--- src/rtl/scanner_pkg.sv ---
// Shared definitions for the scanner controller and the HEX status display decode.
// The state encoding doubles as the one-hot status word shown on the display.
package scanner_pkg;

    localparam int STATUS_W = 5;

    typedef enum logic [STATUS_W-1:0] {
        ST_IDLE     = 5'b01000,
        ST_SCAN     = 5'b10000,
        ST_STANDBY  = 5'b00010,
        ST_TRANSFER = 5'b00100,
        ST_FLUSH    = 5'b00001
    } scan_state_t;

endpackage

--- src/rtl/scanner_ctrl_tick_gen.sv ---
// Progress prescaler: counts 0..TICK_DIV-1 while enabled and flags the terminal count.
// clr restarts the count so the first tick lands exactly TICK_DIV clocks after it.
module tick_gen #(
    parameter int TICK_DIV = 25_000_000
) (
    input  logic clk,
    input  logic reset_n,
    input  logic clr,
    input  logic en,
    output logic tick
);

    localparam int CNT_W = $clog2(TICK_DIV);
    localparam logic [CNT_W-1:0] LAST = CNT_W'(TICK_DIV - 1);

    logic [CNT_W-1:0] cnt;

    always_ff @(posedge clk or negedge reset_n) begin
        if (!reset_n) begin
            cnt <= '0;
        end else if (clr) begin
            cnt <= '0;
        end else if (en) begin
            cnt <= (cnt == LAST) ? '0 : cnt + CNT_W'(1);
        end
    end

    assign tick = en && (cnt == LAST);

endmodule

--- src/rtl/scanner_ctrl.sv ---
// Document scanner sequencer: IDLE -> SCAN -> STANDBY -> TRANSFER -> IDLE, plus FLUSH.
// Drives the one-hot display status, scan progress and a near-done launch pulse.
module scanner_ctrl
    import scanner_pkg::*;
#(
    parameter int TICK_DIV    = 25_000_000,
    parameter int SCAN_STEPS  = 10,
    parameter int NEAR_STEP   = 8,
    parameter int XFER_TICKS  = 4,
    parameter int FLUSH_TICKS = 2
) (
    input  logic                clk,
    input  logic                reset_n,
    input  logic                start,
    input  logic                xfer_en,
    input  logic                flush_req,
    output logic [STATUS_W-1:0] status,
    output logic [3:0]          progress,
    output logic                near_done,
    output logic                busy
);

    localparam int PH_MAX = (XFER_TICKS > FLUSH_TICKS) ? XFER_TICKS : FLUSH_TICKS;
    localparam int PH_W   = $clog2(PH_MAX) + 1;
    localparam logic [3:0]      PROG_LAST  = 4'(SCAN_STEPS - 1);
    localparam logic [3:0]      PROG_NEAR  = 4'(NEAR_STEP);
    localparam logic [PH_W-1:0] XFER_LAST  = PH_W'(XFER_TICKS - 1);
    localparam logic [PH_W-1:0] FLUSH_LAST = PH_W'(FLUSH_TICKS - 1);

    if (SCAN_STEPS < 1 || SCAN_STEPS > 16) begin : g_bad_scan_steps
        $error("scanner_ctrl: SCAN_STEPS must be 1..16 to fit the 4-bit progress port");
    end
    if (NEAR_STEP < 0 || NEAR_STEP >= SCAN_STEPS) begin : g_bad_near_step
        $error("scanner_ctrl: NEAR_STEP must be below SCAN_STEPS");
    end
    if (TICK_DIV < 2 || XFER_TICKS < 1 || FLUSH_TICKS < 1) begin : g_bad_ticks
        $error("scanner_ctrl: TICK_DIV must be >= 2 and phase tick counts >= 1");
    end

    scan_state_t     state, state_next;
    logic [3:0]      progress_next;
    logic [PH_W-1:0] phase, phase_next;
    logic            near_next;
    logic            tick, tick_en, tick_clr;

    assign tick_en  = (state == ST_SCAN) || (state == ST_TRANSFER) || (state == ST_FLUSH);
    assign tick_clr = (state_next != state);

    tick_gen #(.TICK_DIV(TICK_DIV)) u_tick_gen (
        .clk     (clk),
        .reset_n (reset_n),
        .clr     (tick_clr),
        .en      (tick_en),
        .tick    (tick)
    );

    always_comb begin
        state_next    = state;
        progress_next = progress;
        phase_next    = phase;
        case (state)
            ST_IDLE: begin
                if (flush_req)  state_next = ST_FLUSH;
                else if (start) state_next = ST_SCAN;
            end
            ST_SCAN: begin
                if (tick) begin
                    if (progress == PROG_LAST) state_next = ST_STANDBY;
                    else                       progress_next = progress + 4'd1;
                end
            end
            ST_STANDBY: begin
                if (flush_req)    state_next = ST_FLUSH;
                else if (xfer_en) state_next = ST_TRANSFER;
            end
            ST_TRANSFER: begin
                if (tick) begin
                    if (phase == XFER_LAST) state_next = ST_IDLE;
                    else                    phase_next = phase + PH_W'(1);
                end
            end
            ST_FLUSH: begin
                if (tick) begin
                    if (phase == FLUSH_LAST) state_next = ST_IDLE;
                    else                     phase_next = phase + PH_W'(1);
                end
            end
            default: state_next = ST_IDLE;
        endcase

        // Phase restarts on every entry; progress is only meaningful in SCAN/STANDBY.
        if (state_next != state) phase_next = '0;
        if (state_next != ST_SCAN && state_next != ST_STANDBY) progress_next = '0;

        near_next = (state_next == ST_SCAN) && (progress_next == PROG_NEAR) &&
                    ((state != ST_SCAN) || tick);
    end

    always_ff @(posedge clk or negedge reset_n) begin
        if (!reset_n) begin
            state     <= ST_IDLE;
            progress  <= '0;
            phase     <= '0;
            near_done <= 1'b0;
            busy      <= 1'b0;
        end else begin
            state     <= state_next;
            progress  <= progress_next;
            phase     <= phase_next;
            near_done <= near_next;
            busy      <= (state_next != ST_IDLE);
        end
    end

    assign status = state;

endmodule
--- config.mk ---
export PLATFORM = sky130hd
export DESIGN_NAME = scanner_ctrl
export DESIGN_NICKNAME = d
export VERILOG_FILES = /design/src/rtl/scanner_pkg.sv /design/src/rtl/scanner_ctrl_tick_gen.sv /design/src/rtl/scanner_ctrl.sv
export SDC_FILE = /design/constraint.sdc
export NUM_CORES = 1
export LEC_CHECK = 0
export CORE_ASPECT_RATIO = 1.4
export CORE_UTILIZATION = 30
export CTS_CLUSTER_DIAMETER = 150
export DETAILED_ROUTE_END_ITERATION = 16
export SLEW_MARGIN = 20
export SYNTH_ARGS = -nofsm -noshare
export SYNTH_HDL_FRONTEND = slang
export SYNTH_SLANG_ARGS = --single-unit
export TNS_END_PERCENT = 50
--- constraint.sdc ---
create_clock -name clk -period 4.9 [get_ports clk]
set_clock_uncertainty 0.1 [all_clocks]
set_input_delay 0.98 -clock clk [delete_from_list [all_inputs] [get_ports clk]]
set_output_delay 0.98 -clock clk [all_outputs]
set_load 0.02 [all_outputs]
==> flow_metrics.tcl, run 1 <==
set metrics [dict create \
    grt_pass1_vias 2156 \
    syn_nets 289 \
    p_clk_frac 0.373 \
    finalHoldViolCount 0 \
    gp_congestion 0.856 \
    grt_max_degree 40 \
    root_buffer "clkbuf_16" \
    setup_tns_ns 0 \
    cp_data_required_time_ns 4.99 \
    drc 0 \
    post-route-util 0.357 \
    clk_latency_ns 0.28 \
    synthesis.instances 278 \
    synthToLayoutAreaGrowth_pct 16.1 \
    maxSlewHeadroom 0.327 \
    synth_fa_ha_area_frac 0.0300 \
    vias_per_cell 5.61 \
    power.total_mw 1.14 \
    core-area_mm2 0.00815 \
    via_count 2188 \
    clockBufferDepth 2 \
    cts_resized 0 \
    wirelength_um 6010 \
    crit_fanout 17 \
    yosys.area_share.simple 0.326 \
    synth_top_family_by_area "simple AND/OR/NAND/NOR gates" \
    drtAntennaViolNets 0 \
    critPathCaptureType "flip-flop" \
    synth-main-ff-cell "dfrtp_1" \
    seq_power_share 0.347 \
    slew_viol_final 0 \
    start_kind "primary input" \
    cts_buffers 5 \
    clk_pin_slew_worst_paths_ns 0.06 \
    syn_area_per_cell_um2 9.01 \
    dp_hpwl_um 4300 \
    ctsHoldBuffers 0 \
    pwr-share-comb 0.280 \
    hold_class "flip-flop to flip-flop" \
    cts_tree "done" \
    start_util 0.307 \
    synth.distinct_cells 56 \
    ys_seq_area_frac 0.390 \
    p_leak_nw 1.10 \
    pre_cts_slack_ns 1.81 \
    crit_arrival_ns 2.89 \
    die_w_um 79.2 \
    grt_usage 0.149 \
    row_count 39 \
    cts_htree_levels 2 \
    peakVddDrop_uv 232 \
    setup_violations 0 \
    die_y_um 110 \
    p_int_uw 742 \
    synth-seq-cells 39 \
    p_per_area_mw_per_mm2 393 \
    dpl.cell_count 382 \
    drive_gt1_frac 0.0799 \
    rsz0062_at_grt "false" \
    layout_commonest_cell "dfrtp_1" \
    antennaDiodeCount 0 \
    async_flop_share 1.00 \
    finalCriticalPeriod_ns 2.80 \
    antenna_found_initial 0 \
    status "complete, no violations" \
    synthMuxAreaShare 0.0270 \
    fin_crit_sh 0.571 \
    syn_area_mm2 0.00250 \
    dieArea_mm2 0.00872 \
    overflow 0 \
    synth_compound_area_frac 0.121 \
    fmax_ghz 0.357 \
    yosysWarnings 0 \
    wire_per_inst_um 15.4 \
    final_cell_mix "dfrtp_1 (38), nor2_1 (32), nand2_1 (20)" \
    synth_edf_count 0 \
    switching_share 0.350 \
    setup_slack_ns 2.10 \
    first_pass_iters 4 \
    power.switching_uw 399 \
    port_buffers 15 \
    pin_count 16 \
    first_iter_violations 113 \
    worstMarginPinSlew_ns 1.00 \
    grt_pass1_wl_um 10100 \
    post-cts-setup-buffer-count 0 \
    instances_no_fill 390 \
    crit_type "primary input to flip-flop" \
    clock-sinks 39 \
    fin_nets 298 \
    synth-xor-area-share 0.0700 \
    maxCapViolCount 0 \
]
-- per-stage QoR --
stage          hold slack, ns  area (um^2)
2_1_floorplan           0.410         2500
3_3_place_gp            0.439         2710
3_5_place_dp            0.466         2710
4_1_cts                 0.474         2910
5_1_grt                 0.504         2910
6_report                0.474         2910
-- power groups by stage --
stage               Combinational [mW]  Clock, mW  Sequential, mW
floorplan                        0.246          0           0.385
finish                           0.320      0.425           0.396
CTS                              0.322      0.432           0.395
detailed placement               0.321          0           0.401
global placement                 0.321          0           0.401
global route                     0.355      0.446           0.401
-- state kept, by name, indices dropped and copies added (netlist names) --
name            flops
u_tick_gen.cnt     25
progress            4
busy                1
status              5
near_done           1
phase               3
-- worst paths after layout --
check / startpoint / to / slack [ns] / depth (start not counted)
max in group asynchronous: reset_n / progress[2] / 3.43 / 1
setup / recovery: flush_req / u_tick_gen.cnt[1] / 2.10 / 6
setup reg to reg: status[4] / u_tick_gen.cnt[15] / 2.12 / 5
min in group asynchronous: reset_n / status[0] / 0.71 / 1
hold / removal: u_tick_gen.cnt[21] / u_tick_gen.cnt[21] / 0.47 / 2
hold reg to reg: u_tick_gen.cnt[21] / u_tick_gen.cnt[21] / 0.47 / 2
-- cell families (layout without fill, tap and decap cells) --
family	count (synthesis)	in the layout
buf+inv	20	30
simple gates	143	143
compound gates	44	44
fa+ha+maj	6	6
xor+xnor	20	20
mux	6	6
flops	39	39
-- metal layers --
metal	GRT usage	wire length, um	vias up
met5	0	0	-
met4	0.0519	85	0
met3	0.0272	178	6
met2	0.288	3280	43
met1	0.160	2460	1091
li1	-	-	1048
-- Yosys cell counts (all sizes together) (2+ instances only) --
cell     n  area, um^2
nor4     9        71.3
and3     4        26.3
o211ai   3        27.5
a31oi    6        37.5
a211oi   3        27.5
clkbuf   7        26.3
mux2     3        37.5
and4     2        17.5
nand4   18         113
ha       6        75.1
nand2   20        75.1
or4      5        41.3
or3      5        31.3
xnor2    5        43.8
xor2    15         131
nor2b    4        25.0
nand3   16        85.1
buf      6        36.3
nand3b   4        30.0
dfrtp   38         951
inv      7        26.3
nand2b   4        25.0
nor4b    3        41.3
nor2    32         120
nand4b   2        17.5
o21ai   10        50.1
mux2i    3        30.0
a21oi    9        45.0
o211a    2        20.0
nor3    10        50.1
-- critical path: stages --
cell	delay (ns)
clkdlybuf4s50_1	0.51
nor2_1	0.11
and4_1	0.26
a211oi_1	0.35
o211ai_2	0.40
a21oi_1	0.27
-- cell type report --
type,instances,area (um^2)
clock buffers,5,125
clock inverters,3,67.6
fillers,804,5240
inverters,7,26.3
multi-input cells,219,1440
flip-flops and latches,39,977
well taps,102,128
repair buffers,15,145
(Power assumes the default switching activity.)
==> run 2: changes to the inputs <==
==> constraint.sdc (replaced) <==
create_clock -name clk -period 2.5 [get_ports clk]
set_clock_uncertainty 0.1 [all_clocks]
set_input_delay 0.5 -clock clk [delete_from_list [all_inputs] [get_ports clk]]
set_output_delay 0.5 -clock clk [all_outputs]
set_load 0.02 [all_outputs]
==> run 2 against run 1 <==
Combinational power grew to 2.7 times the previous value. Via count rose by 3.2%. Worst hold slack got worse by 0.43 ns. Global-route usage is 0.47 points higher. Critical path depth shrank 1. Utilization up 2.5 points. Largest power group is now combinational logic.
==> flow_metrics.tcl, run 2 (synthesis results as in run 1) <==
set metrics [dict create \
    slowest_delay_ns 0.56 \
    setup_tns_ns 0 \
    antenna_found_initial 0 \
    r2r_setup_slack_ns 0.17 \
    largest_register_ffs 25 \
    finalCriticalPeriod_ns 2.33 \
    pin_count 16 \
    via_count 2257 \
    clock-sinks 39 \
    final_cell_mix "dfrtp_1 (38), nor2_1 (32), buf_4 (28)" \
    antennaDiodeCount 0 \
    finalHoldViolCount 0 \
    start_util 0.307 \
    largest_register "u_tick_gen.cnt" \
    dieArea_mm2 0.00872 \
    cts_buffers 5 \
    drtAntennaViolNets 0 \
    holdWs_ns 0.0492 \
    layout_commonest_cell "dfrtp_1" \
    fin_crit_sh 0.930 \
    p_per_area_mw_per_mm2 744 \
    drc 0 \
    worstMarginPinSlew_ns 0.474 \
    clk_pin_slew_worst_paths_ns 0.06 \
    synthToLayoutAreaGrowth_pct 24.2 \
    wire_per_inst_um 14.8 \
    grt_pass1_vias 2258 \
    rsz0062_at_grt "false" \
    vias_per_cell 5.40 \
    grt_usage 0.154 \
    maxCapViolCount 0 \
    crit_fanout 5 \
    die_w_um 79.2 \
    root_buffer "clkbuf_16" \
    overflow 0 \
    die_y_um 110 \
    cts_tree "done" \
    status "complete, no violations" \
    core-area_mm2 0.00815 \
    post-cts-setup-buffer-count 0 \
    gp_congestion 0.835 \
    power.total_mw 2.31 \
    p_leak_nw 1.24 \
    hold_class "primary input to asynchronous set/reset pin" \
    clockBufferDepth 2 \
    start_kind "flip-flop" \
    setup_violations 0 \
    ctsHoldBuffers 0 \
    wirelength_um 6190 \
    dp_hpwl_um 4670 \
    critPathCaptureType "flip-flop" \
    cp_slowest_cell "or4_4" \
    fmax_ghz 0.430 \
    slew_viol_final 0 \
    first_iter_violations 83 \
    clk_latency_ns 0.28 \
    cts_htree_levels 2 \
    row_count 39 \
    post-route-util 0.382 \
    first_pass_iters 5 \
    crit_type "flip-flop to flip-flop" \
    fin_nets 326 \
    maxSlewHeadroom 0.682 \
    crit_arrival_ns 2.41 \
    peakVddDrop_uv 399 \
    cp_data_required_time_ns 2.58 \
    cts_resized 0 \
    nFillCells 828 \
    grt_max_degree 25 \
    drive_gt1_frac 0.168 \
    critical_path.cell_chain "nand3_2 -> or4_4 -> nor4b_4 -> mux2_2 -> nor4bb_2" \
    grt_pass1_wl_um 10600 \
    port_buffers 15 \
]
-- run 2: changes by cell type in the layout (fill, tap and decap cells not counted), sizes merged --
cell	change
clkinv	+1
bufinv	-1
clkinvlp	-1
buf	+28
clkbuf	+1
-- run 2: per-stage QoR --
| step | std cells | cell area (um^2) | setup slack (ns) |
|---|---|---|---|
| 2_1_floorplan | 278 | 2500 | 0.0218 |
| 3_3_place_gp | 410 | 2920 | 0.117 |
| 3_5_place_dp | 410 | 2920 | 0.0765 |
| 4_1_cts | 418 | 3100 | 0.155 |
| 5_1_grt | 418 | 3110 | 0.0355 |
| 6_report | 418 | 3110 | 0.175 |
-- run 2: power breakdown --
group	leakage [nW]	total, mW	switching [mW]	internal (mW)
clock	0.0868	0.737	0.241	0.496
sequential	0.537	0.722	0.0442	0.678
combinational	0.618	0.856	0.525	0.331
total	1.24	2.31	0.810	1.50
-- run 2: worst max-delay path: cells and delay by family, from the launching register on --
family,cells,cell delay (ns)
multiplexers,1,0.40
flip-flops,1,0.42
AND/OR/NAND/NOR,4,1.32
-- run 2: cell type report --
type	instances	area [um^2]	area share
multi-input combinational	219	1450	0.466
sequential	39	977	0.314
timing repair buffer	43	355	0.114
clock buffer	6	139	0.0447
tap	102	128	0.0410
clock inverter	2	35.0	0.0113
inverter	7	26.3	0.00845
-- run 2: path summary, 6_finish.rpt --
kind | start | cells past startpoint | endpoint
max reg2reg | u_tick_gen.cnt[3] | 5 | near_done
min | reset_n | 1 | status[1]
max | u_tick_gen.cnt[3] | 5 | near_done
min in group clk | u_tick_gen.cnt[24] | 2 | u_tick_gen.cnt[24]
min reg2reg | u_tick_gen.cnt[24] | 2 | u_tick_gen.cnt[24]
max in group asynchronous | reset_n | 2 | status[3]
-- run 2: layer usage --
layer | share of wire | vias up | wire length, um | GRT usage
li1 | - | 1106 | - | -
met1 | 0.42 | 1105 | 2620 | 0.170
met2 | 0.54 | 40 | 3320 | 0.283
met3 | 0.025 | 6 | 157 | 0.0288
met4 | 0.015 | 0 | 91 | 0.0688
met5 | 0 | - | 0 | 0
